## src/rtl/sevenseg_scan.sv

```systemverilog
// Four-digit multiplexed seven-segment scanner: prescaled digit slots with leading
// blank cycles, frame-synchronous double-buffered display data, and leading-zero suppression.
module sevenseg_scan #(
  parameter int CLK_DIV   = 50000,
  parameter int BLANK_CYC = 2
) (
  input  logic        clk,
  input  logic        rst_n,
  input  logic [15:0] value,
  input  logic [3:0]  dp,
  input  logic        load,
  input  logic        lzs,
  output logic [3:0]  bin,
  output logic [3:0]  digit_en_n,
  output logic        dp_n,
  output logic        frame_done
);

  localparam int CW = (CLK_DIV > 1) ? $clog2(CLK_DIV) : 1;
  localparam logic [CW-1:0] CNT_MAX = CW'(CLK_DIV - 1);
  localparam logic [CW-1:0] BLANK   = CW'(BLANK_CYC);

  logic [CW-1:0] cnt_q, cnt_d;
  logic [1:0]    idx_q, idx_d;
  logic [15:0]   pend_val_q, pend_val_d, act_val_q, act_val_d;
  logic [3:0]    pend_dp_q, pend_dp_d, act_dp_q, act_dp_d;
  logic          pend_flag_q, pend_flag_d;
  logic [3:0]    bin_q, bin_d;
  logic [3:0]    en_n_q, en_n_d;
  logic          dp_n_q, dp_n_d;
  logic          frame_done_q, frame_done_d;

  logic          tick, frame;
  logic [3:0]    nz;
  logic          show;

  always_comb begin
    tick         = (cnt_q == CNT_MAX);
    frame        = tick && (idx_q == 2'd3);
    cnt_d        = tick ? '0 : cnt_q + 1'b1;
    idx_d        = tick ? idx_q + 2'd1 : idx_q;
    frame_done_d = frame;

    // Active data only changes at a frame boundary; a coincident load refills pending.
    act_val_d   = act_val_q;
    act_dp_d    = act_dp_q;
    pend_val_d  = pend_val_q;
    pend_dp_d   = pend_dp_q;
    pend_flag_d = pend_flag_q;
    if (frame && pend_flag_q) begin
      act_val_d   = pend_val_q;
      act_dp_d    = pend_dp_q;
      pend_flag_d = 1'b0;
    end
    if (load) begin
      pend_val_d  = value;
      pend_dp_d   = dp;
      pend_flag_d = 1'b1;
    end

    // Outputs are computed from next-state so they move on the same edge as idx.
    bin_d  = act_val_d[{idx_d, 2'b00} +: 4];
    dp_n_d = ~act_dp_d[idx_d];

    for (int k = 0; k < 4; k++) begin
      nz[k] = |act_val_d[4*k +: 4];
    end
    case (idx_d)
      2'd0:    show = 1'b1;
      2'd1:    show = |nz[3:1];
      2'd2:    show = |nz[3:2];
      default: show = nz[3];
    endcase
    if (!lzs) show = 1'b1;

    en_n_d = 4'b1111;
    if ((cnt_d >= BLANK) && show) en_n_d = ~(4'b0001 << idx_d);
  end

  always_ff @(posedge clk or negedge rst_n) begin
    if (!rst_n) begin
      cnt_q        <= '0;
      idx_q        <= 2'd0;
      pend_val_q   <= 16'h0000;
      pend_dp_q    <= 4'h0;
      pend_flag_q  <= 1'b0;
      act_val_q    <= 16'h0000;
      act_dp_q     <= 4'h0;
      bin_q        <= 4'h0;
      en_n_q       <= 4'b1111;
      dp_n_q       <= 1'b1;
      frame_done_q <= 1'b0;
    end else begin
      cnt_q        <= cnt_d;
      idx_q        <= idx_d;
      pend_val_q   <= pend_val_d;
      pend_dp_q    <= pend_dp_d;
      pend_flag_q  <= pend_flag_d;
      act_val_q    <= act_val_d;
      act_dp_q     <= act_dp_d;
      bin_q        <= bin_d;
      en_n_q       <= en_n_d;
      dp_n_q       <= dp_n_d;
      frame_done_q <= frame_done_d;
    end
  end

  assign bin        = bin_q;
  assign digit_en_n = en_n_q;
  assign dp_n       = dp_n_q;
  assign frame_done = frame_done_q;

endmodule

```

## config.mk

```make
export PLATFORM = sky130hd
export DESIGN_NAME = sevenseg_scan
export DESIGN_NICKNAME = d
export VERILOG_FILES = /design/src/rtl/sevenseg_scan.sv
export SDC_FILE = /design/constraint.sdc
export NUM_CORES = 1
export LEC_CHECK = 0
export BUFFER_PORTS_ARGS = -buffer_cell sky130_fd_sc_hd__buf_2
export CAP_MARGIN = 10
export CORE_ASPECT_RATIO = 1.1
export CORE_MARGIN = 2
export CORE_UTILIZATION = 30
export DETAILED_ROUTE_END_ITERATION = 10
export GPL_TIMING_DRIVEN = 0
export PLACE_DENSITY_LB_ADDON = 0.2
export SYNTH_ARGS = -nofsm -noshare
export SYNTH_HDL_FRONTEND = slang
export SYNTH_SLANG_ARGS = --single-unit
```

## constraint.sdc

```tcl
create_clock -name clk -period 2.72 [get_ports clk]
set_input_delay 0.544 -clock clk [delete_from_list [all_inputs] [get_ports clk]]
set_output_delay 0.544 -clock clk [all_outputs]
set_load 0.01 [all_outputs]
```

==> qor.log, run 1 <==
INFO  synth          synthFlopType=dfrtp_1
INFO  critical_path  crit_required=2.97ns
INFO  final_layout   ff_latch_area=1730µm²
INFO  sta            period_minus_slack=2.48ns
INFO  critical_path  crit_path_start=cnt_q[0]$_DFF_PN0_
INFO  synth          synthTopCellsByCount=64 x dfrtp_1, 26 x mux2_2, 19 x mux2_4
INFO  route          viasPerCell=4.75
INFO  hold_path      hp-class=in2async
INFO  critical_path  cpPeakStageDelay=0.48ns
INFO  power_and_ir_drop p_seq_share=42.8%
INFO  synth          synthMostInstantiatedCell=dfrtp_1
INFO  route          remaining_drc_errors=0
INFO  critical_path  worst_setup_path_start_kind=register
INFO  route          detailedRoute.firstIterationViolations=84
INFO  die            die_w=104µm
INFO  power_and_ir_drop combinationalPowerShare=3.2%
INFO  power_and_ir_drop power.switching=0.505mW
INFO  sta            worst_clock_skew=0.00504ns
INFO  synth          synth.ff_latch_count=69
INFO  route          detailroute.via_count=2,109
INFO  critical_path  reg2reg_depth=7
INFO  die            design.die.area=11,800µm²
INFO  synth          synth_sequential_area_ratio=52.9%
INFO  final_layout   multiInputGateArea=1460µm²
INFO  route          top_layer=met4
INFO  status         status=finished, final reports clean
INFO  critical_path  cp-end-kind=register
INFO  clock_tree     cts_htree_levels=3
INFO  critical_path  worst_path_max_delay_cell=xnor2_2
INFO  synth          yosys.cell_types.count=50
INFO  route          wirelength_routed=6770µm
INFO  route          detail-route-antenna-nets=0
INFO  power_and_ir_drop power.clock.fraction=54.0%
INFO  global_routing global_route_wire_length_before_repair=11,600µm
INFO  sta            timing.final.hold_violations=0
INFO  die            chip_height=114µm
INFO  final_layout   finish.utilization=36.9%
INFO  die            initial_core_util=30.3%
INFO  clock_tree     tritoncts_clock_tree=done
INFO  power_and_ir_drop p_int=2.02mW
INFO  power_and_ir_drop ir_worst_vdd=0.281mV
INFO  power_and_ir_drop power=2.52mW
INFO  sta            setup_viol=0
INFO  die            top_level_ports=34
INFO  clock_tree     cts_made_buffers=9
INFO  route          drt-pass1-iter-count=4
INFO  synth          synthesis.area_per_instance=13.3µm²
INFO  synth          post_synth_main_area_contributors=dfrtp_1 49%, mux2_2 8.9%, mux2_4 8.7%
INFO  sta            highest_clock_rate=0.403GHz
INFO  synth          synth-async-reset-ratio=100%
INFO  global_routing grt.total_usage=12.7%
INFO  final_layout   num_antenna_cells=0
INFO  route          met2_length=3230µm
INFO  final_layout   fraction_of_final_layout_cells_sized_beyond_drive_strength_1=40.4%
INFO  critical_path  worst-setup-path-type=reg2reg
INFO  critical_path  arrival=2.73ns
INFO  route          dr_wl_met3=262µm
INFO  sta            grt_setup_unrepaired=no
INFO  global_routing grt_overflow_total=0
INFO  sta            tns=0ns
INFO  route          wl_met1=3170µm
INFO  global_routing vias_in_the_first_global_route=2,184
INFO  clock_tree     insertion_delay=0.33ns
INFO  power_and_ir_drop power.density_cell_area=632nW/µm²
INFO  synth          synth_edf_count=0
INFO  die            core_ar=10,800µm²
INFO  critical_path  rr_endpoint=dp_n$_DFF_PN1_
INFO  route          average_wire_per_standard_cell=15.2µm
INFO  synth          synth.cell_area=3280µm²
INFO  power_and_ir_drop swShare=20.0%
INFO  place          gp_congestion=0.747
INFO  clock_tree     cts.path.max_buffers=2
INFO  clock_tree     clkSinkCount=69
INFO  critical_path  worst-path-max-fanout=10
INFO  global_routing antenna_found_initial=0
INFO  final_layout   flow.area_growth_from_synthesis=21.8%
INFO  synth          syn-num-nets=273
INFO  clock_tree     cts-root-buf=clkbuf_16
INFO  synth          synth_top_area_share=48.9%
INFO  place          portBuffers=33
INFO  synth          netlist_instances=247
INFO  final_layout   final_nets=318
INFO  critical_path  setup.reg_to_reg.worst_slack=0.24ns
INFO  final_layout   num-fill-cells=1,122
INFO  place          dp_wirelength=4580µm
INFO  sta            worstMarginPinSlew=0.890ns
INFO  synth          synthesis.yosys.warnings=0
INFO  synth          synth.largest_area_cell=dfrtp_1
INFO  sta            report.final.slew_viol_count=0
INFO  die            floorplan.rows=40
INFO  critical_path  crit_path_cell_trace=ha_1 -> and3_1 -> buf_1 -> and2_1 -> buf_4 -> xnor2_2 -> mux2_2
INFO  power_and_ir_drop p_leak=1.89nW
INFO  clock_tree     clk_pin_slew=0.06ns
INFO  flow_run       max-cap-violations=0
INFO  sta            fin_crit_share=91.1%
INFO  global_routing maximum_number_of_pins_on_one_net_before_global_route_repair=70
INFO  critical_path  r2r_path_start=cnt_q[0]$_DFF_PN0_
INFO  sta            worst_slew_margin_rel=40.7%
[how the worst max path moves through the flow]
stage	cells after the start	endpoint	slack [ns]
global route	7	digit_en_n[3]$_DFF_PN1_	0.04
finish	7	dp_n$_DFF_PN1_	0.24
global placement	7	bin[1]$_DFF_PN0_	0.03
detailed placement	7	bin[1]$_DFF_PN0_	0.04
floorplan	6	dp_n$_DFF_PN1_	0.45
CTS	7	bin[3]$_DFF_PN0_	0.03
[logic make-up (layout without fill, tap and decap cells)]
kind of cell,count (synthesis),in the layout,share of synthesized area (%)
DFF,69,69,52.9
and+or+nand+nor,65,65,11.8
buffers and inverters,15,65,2.82
AOI/OAI and AO/OA,23,23,5.84
adders and majority gates,2,2,0.763
xor gates and xnor gates,14,14,3.97
muxes,59,59,21.9
[per-stage QoR]
step / hold WS, ns / worst slack [ns] / area (µm²) / cells
after floorplan: 0.248 / 0.449 / 3280 / 247
after global placement: 0.478 / 0.0324 / 3630 / 427
after detailed placement: 0.478 / 0.0400 / 3630 / 427
after CTS: 0.373 / 0.0305 / 3980 / 443
after global routing: 0.408 / 0.0437 / 3990 / 444
final: 0.322 / 0.241 / 3990 / 444
[flip-flops by register name (all words and copies together), names as in the netlist]
name	count
act_val_q	16
pend_dp_q	4
act_dp_q	4
pend_val_q	16
bin	4
frame_done	1
dp_n	1
cnt_q	16
idx_q	2
digit_en_n	4
pend_flag_q	1
[worst max-delay path, delay by kind of cell, from the launching register on]
family        cells  cell delay, ns
buf+inv           2            0.44
mux               1            0.41
xor+xnor          1            0.48
flops             1            0.41
fa+ha+maj         1            0.26
simple gates      2            0.40
[metal layers]
layer,vias up,track usage [%]
met1,1058,16.2
met3,12,3.43
li1,1002,-
met4,0,4.86
met5,-,0
met2,37,20.7
[power by group through the flow]
stage / combinational, mW / clock, mW / sequential [mW]
2_1_floorplan: 0.0394 / 0 / 1.09
5_1_grt: 0.0923 / 1.45 / 1.08
4_1_cts: 0.0840 / 1.40 / 1.08
3_3_place_gp: 0.0817 / 0 / 1.10
3_5_place_dp: 0.0838 / 0 / 1.10
6_report: 0.0804 / 1.36 / 1.08
[cell usage in the layout, fill, tap and decap left out, drive strengths merged, types with 7 or more instances in the layout]
cell    netlist  routed
xor2          8       8
dfrtp        64      64
buf           7      41
clkbuf        3      13
nor2         16      16
mux2i        14      14
nor4         11      11
nand2         9       9
nand4         7       7
mux2         45      45
[repair_timing]
action | in CTS | in global routing
buffers inserted | 0 | 1
setup endpoints to repair | 0 | 8
resized for setup | 0 | 1
hold buffers | 0 | 0
[cell type report]
cell class                 count  share of cell area [%]
sequential                    69                    43.4
multi-input combinational    163                    36.5
clock buffer                  10                    5.99
tap                          147                    4.61
timing repair buffer          34                    4.39
clock inverter                 6                    2.76
buffer                        10                    1.66
inverter                       5                   0.658
No activity file was read; power rests on OpenSTA's default activity.
==> inputs of run 2 (changes only) <==
ABC_AREA = 1   (was default)
CTS_BUF_LIST = sky130_fd_sc_hd__clkbuf_4 sky130_fd_sc_hd__clkbuf_8   (was default)
==> run 2 against run 1 <==
Clock power down 25%. Combinational power down 2%. Maximum frequency grew 19%. Largest cell class unchanged. First-iteration DRC count rose by 76%. Critical path depth is 4 higher. Synthesized area fell by 1.9%. Critical endpoint is now bin[0]$_DFF_PN0_. Global-route usage rose by 0.71 points. Worst setup slack gained 0.40 ns.
==> qor.log, run 2 <==
INFO  power_and_ir_drop ir_worst_vdd=0.307mV [was 0.281 mV]
INFO  sta            worst_clock_skew=0.00871ns [was 0.00504 ns]
INFO  synth          synth-async-reset-ratio=100% [unchanged]
INFO  synth          synthesis.area_per_instance=8.33µm² [was 13.3 µm²]
INFO  flow_run       max-cap-violations=0 [unchanged]
INFO  route          detailroute.via_count=2,477 [was 2,109]
INFO  synth          synth.largest_area_cell=dfrtp_1 [unchanged]
INFO  final_layout   layout_commonest_cell=nand2_1 [was dfrtp_1]
INFO  global_routing vias_in_the_first_global_route=2,537 [was 2,184]
INFO  synth          yosys.cell_types.count=34 [was 50]
INFO  route          viasPerCell=4.29 [was 4.75]
INFO  die            initial_core_util=30.9% [was 30.3%]
INFO  critical_path  arrival=2.32ns [was 2.73 ns]
INFO  place          gp_congestion=0.798 [was 0.747]
INFO  final_layout   final_std_cells_w_o_fill=578 [was 444]
INFO  route          remaining_drc_errors=0 [unchanged]
INFO  die            chip_height=113µm [was 114 µm]
INFO  die            design.die.area=11,600µm² [was 11,800 µm²]
INFO  sta            highest_clock_rate=0.480GHz [was 0.403 GHz]
INFO  sta            report.final.slew_viol_count=0 [unchanged]
INFO  final_layout   fraction_of_final_layout_cells_sized_beyond_drive_strength_1=19.3% [was 40.4%]
INFO  global_routing grt.total_usage=13.4% [was 12.7%]
INFO  die            top_level_ports=34 [unchanged]
INFO  synth          synthFlopType=dfrtp_1 [unchanged]
INFO  route          drt-pass1-iter-count=4 [unchanged]
INFO  hold_path      hp-class=in2async [unchanged]
INFO  power_and_ir_drop power.density_cell_area=568nW/µm² [was 632 nW/µm²]
INFO  synth          synth_edf_count=0 [unchanged]
INFO  place          portBuffers=33 [unchanged]
INFO  final_layout   commonest_cells_after_routing_fill_and_taps_aside=119 x nand2_1, 64 x dfrtp_1, 56 x inv_1, 34 x nor2_1, 33 x buf_2 [was 64 x dfrtp_1, 34 x buf_2, 26 x mux2_2, 19 x mux2_4, 16 x nor2_1]
INFO  final_layout   flow.area_growth_from_synthesis=18.3% [was 21.8%]
INFO  sta            worst_hold_slack_after_final_layout=0.310ns [was 0.322 ns]
INFO  synth          synth_top_area_share=49.8% [was 48.9%]
INFO  sta            postLayoutSetupSlackWorst=0.637ns [was 0.241 ns]
INFO  clock_tree     cts_made_buffers=9 [unchanged]
INFO  global_routing global_route_wire_length_before_repair=12,000µm [was 11,600 µm]
INFO  synth          synth.cell_area=3220µm² [was 3280 µm²]
INFO  route          detail-route-antenna-nets=0 [unchanged]
INFO  route          detailedRoute.firstIterationViolations=148 [was 84]
INFO  synth          synthesis.yosys.warnings=0 [unchanged]
INFO  clock_tree     cts-root-buf=clkbuf_8 [was clkbuf_16]
INFO  final_layout   final_nets=456 [was 318]
INFO  place          numPlacedInstances=562 [was 427]
INFO  global_routing maximum_number_of_pins_on_one_net_before_global_route_repair=70 [unchanged]
INFO  synth          synth.ff_latch_count=69 [unchanged]
INFO  sta            fin_crit_share=76.6% [was 91.1%]
INFO  synth          netlist_instances=386 [was 247]
INFO  critical_path  worst-setup-path-type=reg2reg [unchanged]
INFO  sta            timing.final.hold_violations=0 [unchanged]
INFO  clock_tree     tritoncts_clock_tree=done [unchanged]
INFO  clock_tree     clk_pin_slew=0.08ns [was 0.06 ns]
INFO  die            floorplan.rows=39 [was 40]
INFO  final_layout   finish.utilization=36.6% [was 36.9%]
INFO  route          average_wire_per_standard_cell=12.1µm [was 15.2 µm]
INFO  sta            setup_viol=0 [unchanged]
INFO  clock_tree     post_cts_resize_count=0 [unchanged]
INFO  clock_tree     post-cts-setup-buffer-count=0 [unchanged]
INFO  clock_tree     cts.path.max_buffers=2 [unchanged]
INFO  route          wirelength_routed=7010µm [was 6770 µm]
INFO  die            core_ar=10,400µm² [was 10,800 µm²]
INFO  sta            period_minus_slack=2.08ns [was 2.48 ns]
INFO  synth          post_synth_main_area_contributors=dfrtp_1 50%, nand2_1 14%, inv_1 6.5% [was dfrtp_1 49%, mux2_2 8.9%, mux2_4 8.7%]
INFO  clock_tree     cts_htree_levels=3 [unchanged]
INFO  global_routing antenna_found_initial=0 [unchanged]
INFO  sta            tns=0ns [unchanged]
INFO  clock_tree     postCtsHoldBufs=0 [unchanged]
INFO  sta            worstMarginPinSlew=0.875ns [was 0.890 ns]
INFO  place          placement.setup.worst_slack=0.649ns [was 0.0400 ns]
INFO  critical_path  cp-end-kind=register [unchanged]
INFO  sta            grt_setup_unrepaired=no [unchanged]
INFO  synth          syn-num-nets=412 [was 273]
INFO  sta            worst_slew_margin_rel=41.6% [was 40.7%]
INFO  status         status=finished, final reports clean [unchanged]
INFO  global_routing grt_overflow_total=0 [unchanged]
INFO  place          dp_wirelength=5120µm [was 4580 µm]
INFO  clock_tree     insertion_delay=0.34ns [was 0.33 ns]
INFO  die            die_w=103µm [was 104 µm]
INFO  synth          synthTopCellsByCount=119 x nand2_1, 64 x dfrtp_1, 56 x inv_1 [was 64 x dfrtp_1, 26 x mux2_2, 19 x mux2_4]
INFO  final_layout   reg_top3=act_val_q x16, cnt_q x16, pend_val_q x16 [unchanged]
INFO  clock_tree     clkSinkCount=69 [unchanged]
INFO  critical_path  worst-path-max-fanout=9 [was 10]
INFO  power_and_ir_drop p_leak=1.99nW [was 1.89 nW]
INFO  critical_path  worst_setup_path_start_kind=register [unchanged]
INFO  critical_path  crit_required=2.96ns [was 2.97 ns]
INFO  final_layout   num-fill-cells=1,079 [was 1,122]
INFO  final_layout   num_antenna_cells=0 [unchanged]
INFO  synth          synthMostInstantiatedCell=nand2_1 [was dfrtp_1]
INFO  synth          synth_sequential_area_ratio=53.9% [was 52.9%]
run 2: changes by cell type after synthesis, moves of 10 or more:
cell     delta
mux2i_1    -14
nand3_1    +14
nor4_1     -10
o21ai_0    +18
nand2_1   +111
mux2_2     -26
inv_1      +52
mux2_4     -19
nor2_1     +18
run 2: final timing paths:
check	from	to	slack, ns	cells after the start
min reg2reg	pend_val_q[11]$_DFFE_PN0P_	pend_val_q[11]$_DFFE_PN0P_	0.48	2
max reg2reg	cnt_q[0]$_DFF_PN0_	bin[0]$_DFF_PN0_	0.64	11
min in group clk	value[6]	pend_val_q[6]$_DFFE_PN0P_	0.41	3
max	cnt_q[0]$_DFF_PN0_	bin[0]$_DFF_PN0_	0.64	11
min	rst_n	cnt_q[6]$_DFF_PN0_	0.31	1
max in group asynchronous	rst_n	act_dp_q[0]$_DFF_PN0_	1.83	1
run 2: final cells by class:
cell class              instances  area [µm²]  share of cell area (%)
well taps                     143         179                    4.70
repair buffers                 33         168                    4.41
clock inverters                 6         111                    2.93
multi-input cells             251        1230                    32.2
clock buffers                  10         131                    3.45
flip-flops and latches         69        1730                    45.5
inverters                      60         225                    5.92
plain buffers                   6        31.3                   0.822
run 2: worst max-delay path: stages, from the launching register on:
cell,delay (ns)
dfrtp_1,0.39
ha_1,0.20
nand2_2,0.10
inv_2,0.07
nand2_1,0.06
nor2_2,0.15
nand2_4,0.13
xor2_2,0.22
inv_1,0.12
nor2_1,0.32
nand2_1,0.11
o2111ai_1,0.11
run 2: per-stage QoR:
stage,instance area (µm²),power (mW)
floorplan,3220,1.11
finish,3810,2.16
detailed placement,3560,1.16
CTS,3810,2.19
global placement,3560,1.16
global route,3810,2.26
run 2: logic make-up (layout without fill, tap and decap cells):
logic type,Yosys count,in the layout,share of synthesized area (%)
AO/OA/AOI/OAI,38,38,6.96
flip-flops,69,69,53.9
buffers and inverters,66,115,7.97
adder cells (fa/ha/maj),2,2,0.778
AND/OR/NAND/NOR,207,207,29.1
XOR/XNOR,4,4,1.32
run 2: routing by layer:
| layer | vias up | global-route usage (%) | wire length [µm] |
|---|---|---|---|
| met5 | - | 0 | 0 |
| met4 | 0 | 3.77 | 98 |
| met3 | 6 | 3.80 | 228 |
| met2 | 35 | 21.4 | 3390 |
| met1 | 1143 | 17.7 | 3290 |
| li1 | 1293 | - | - |
run 2: where the power goes:
| group | switching [mW] | internal (mW) | total (mW) |
|---|---|---|---|
| clock network | 0.402 | 0.620 | 1.02 |
| registers | 0.00974 | 1.05 | 1.06 |
| logic | 0.0537 | 0.0253 | 0.0790 |
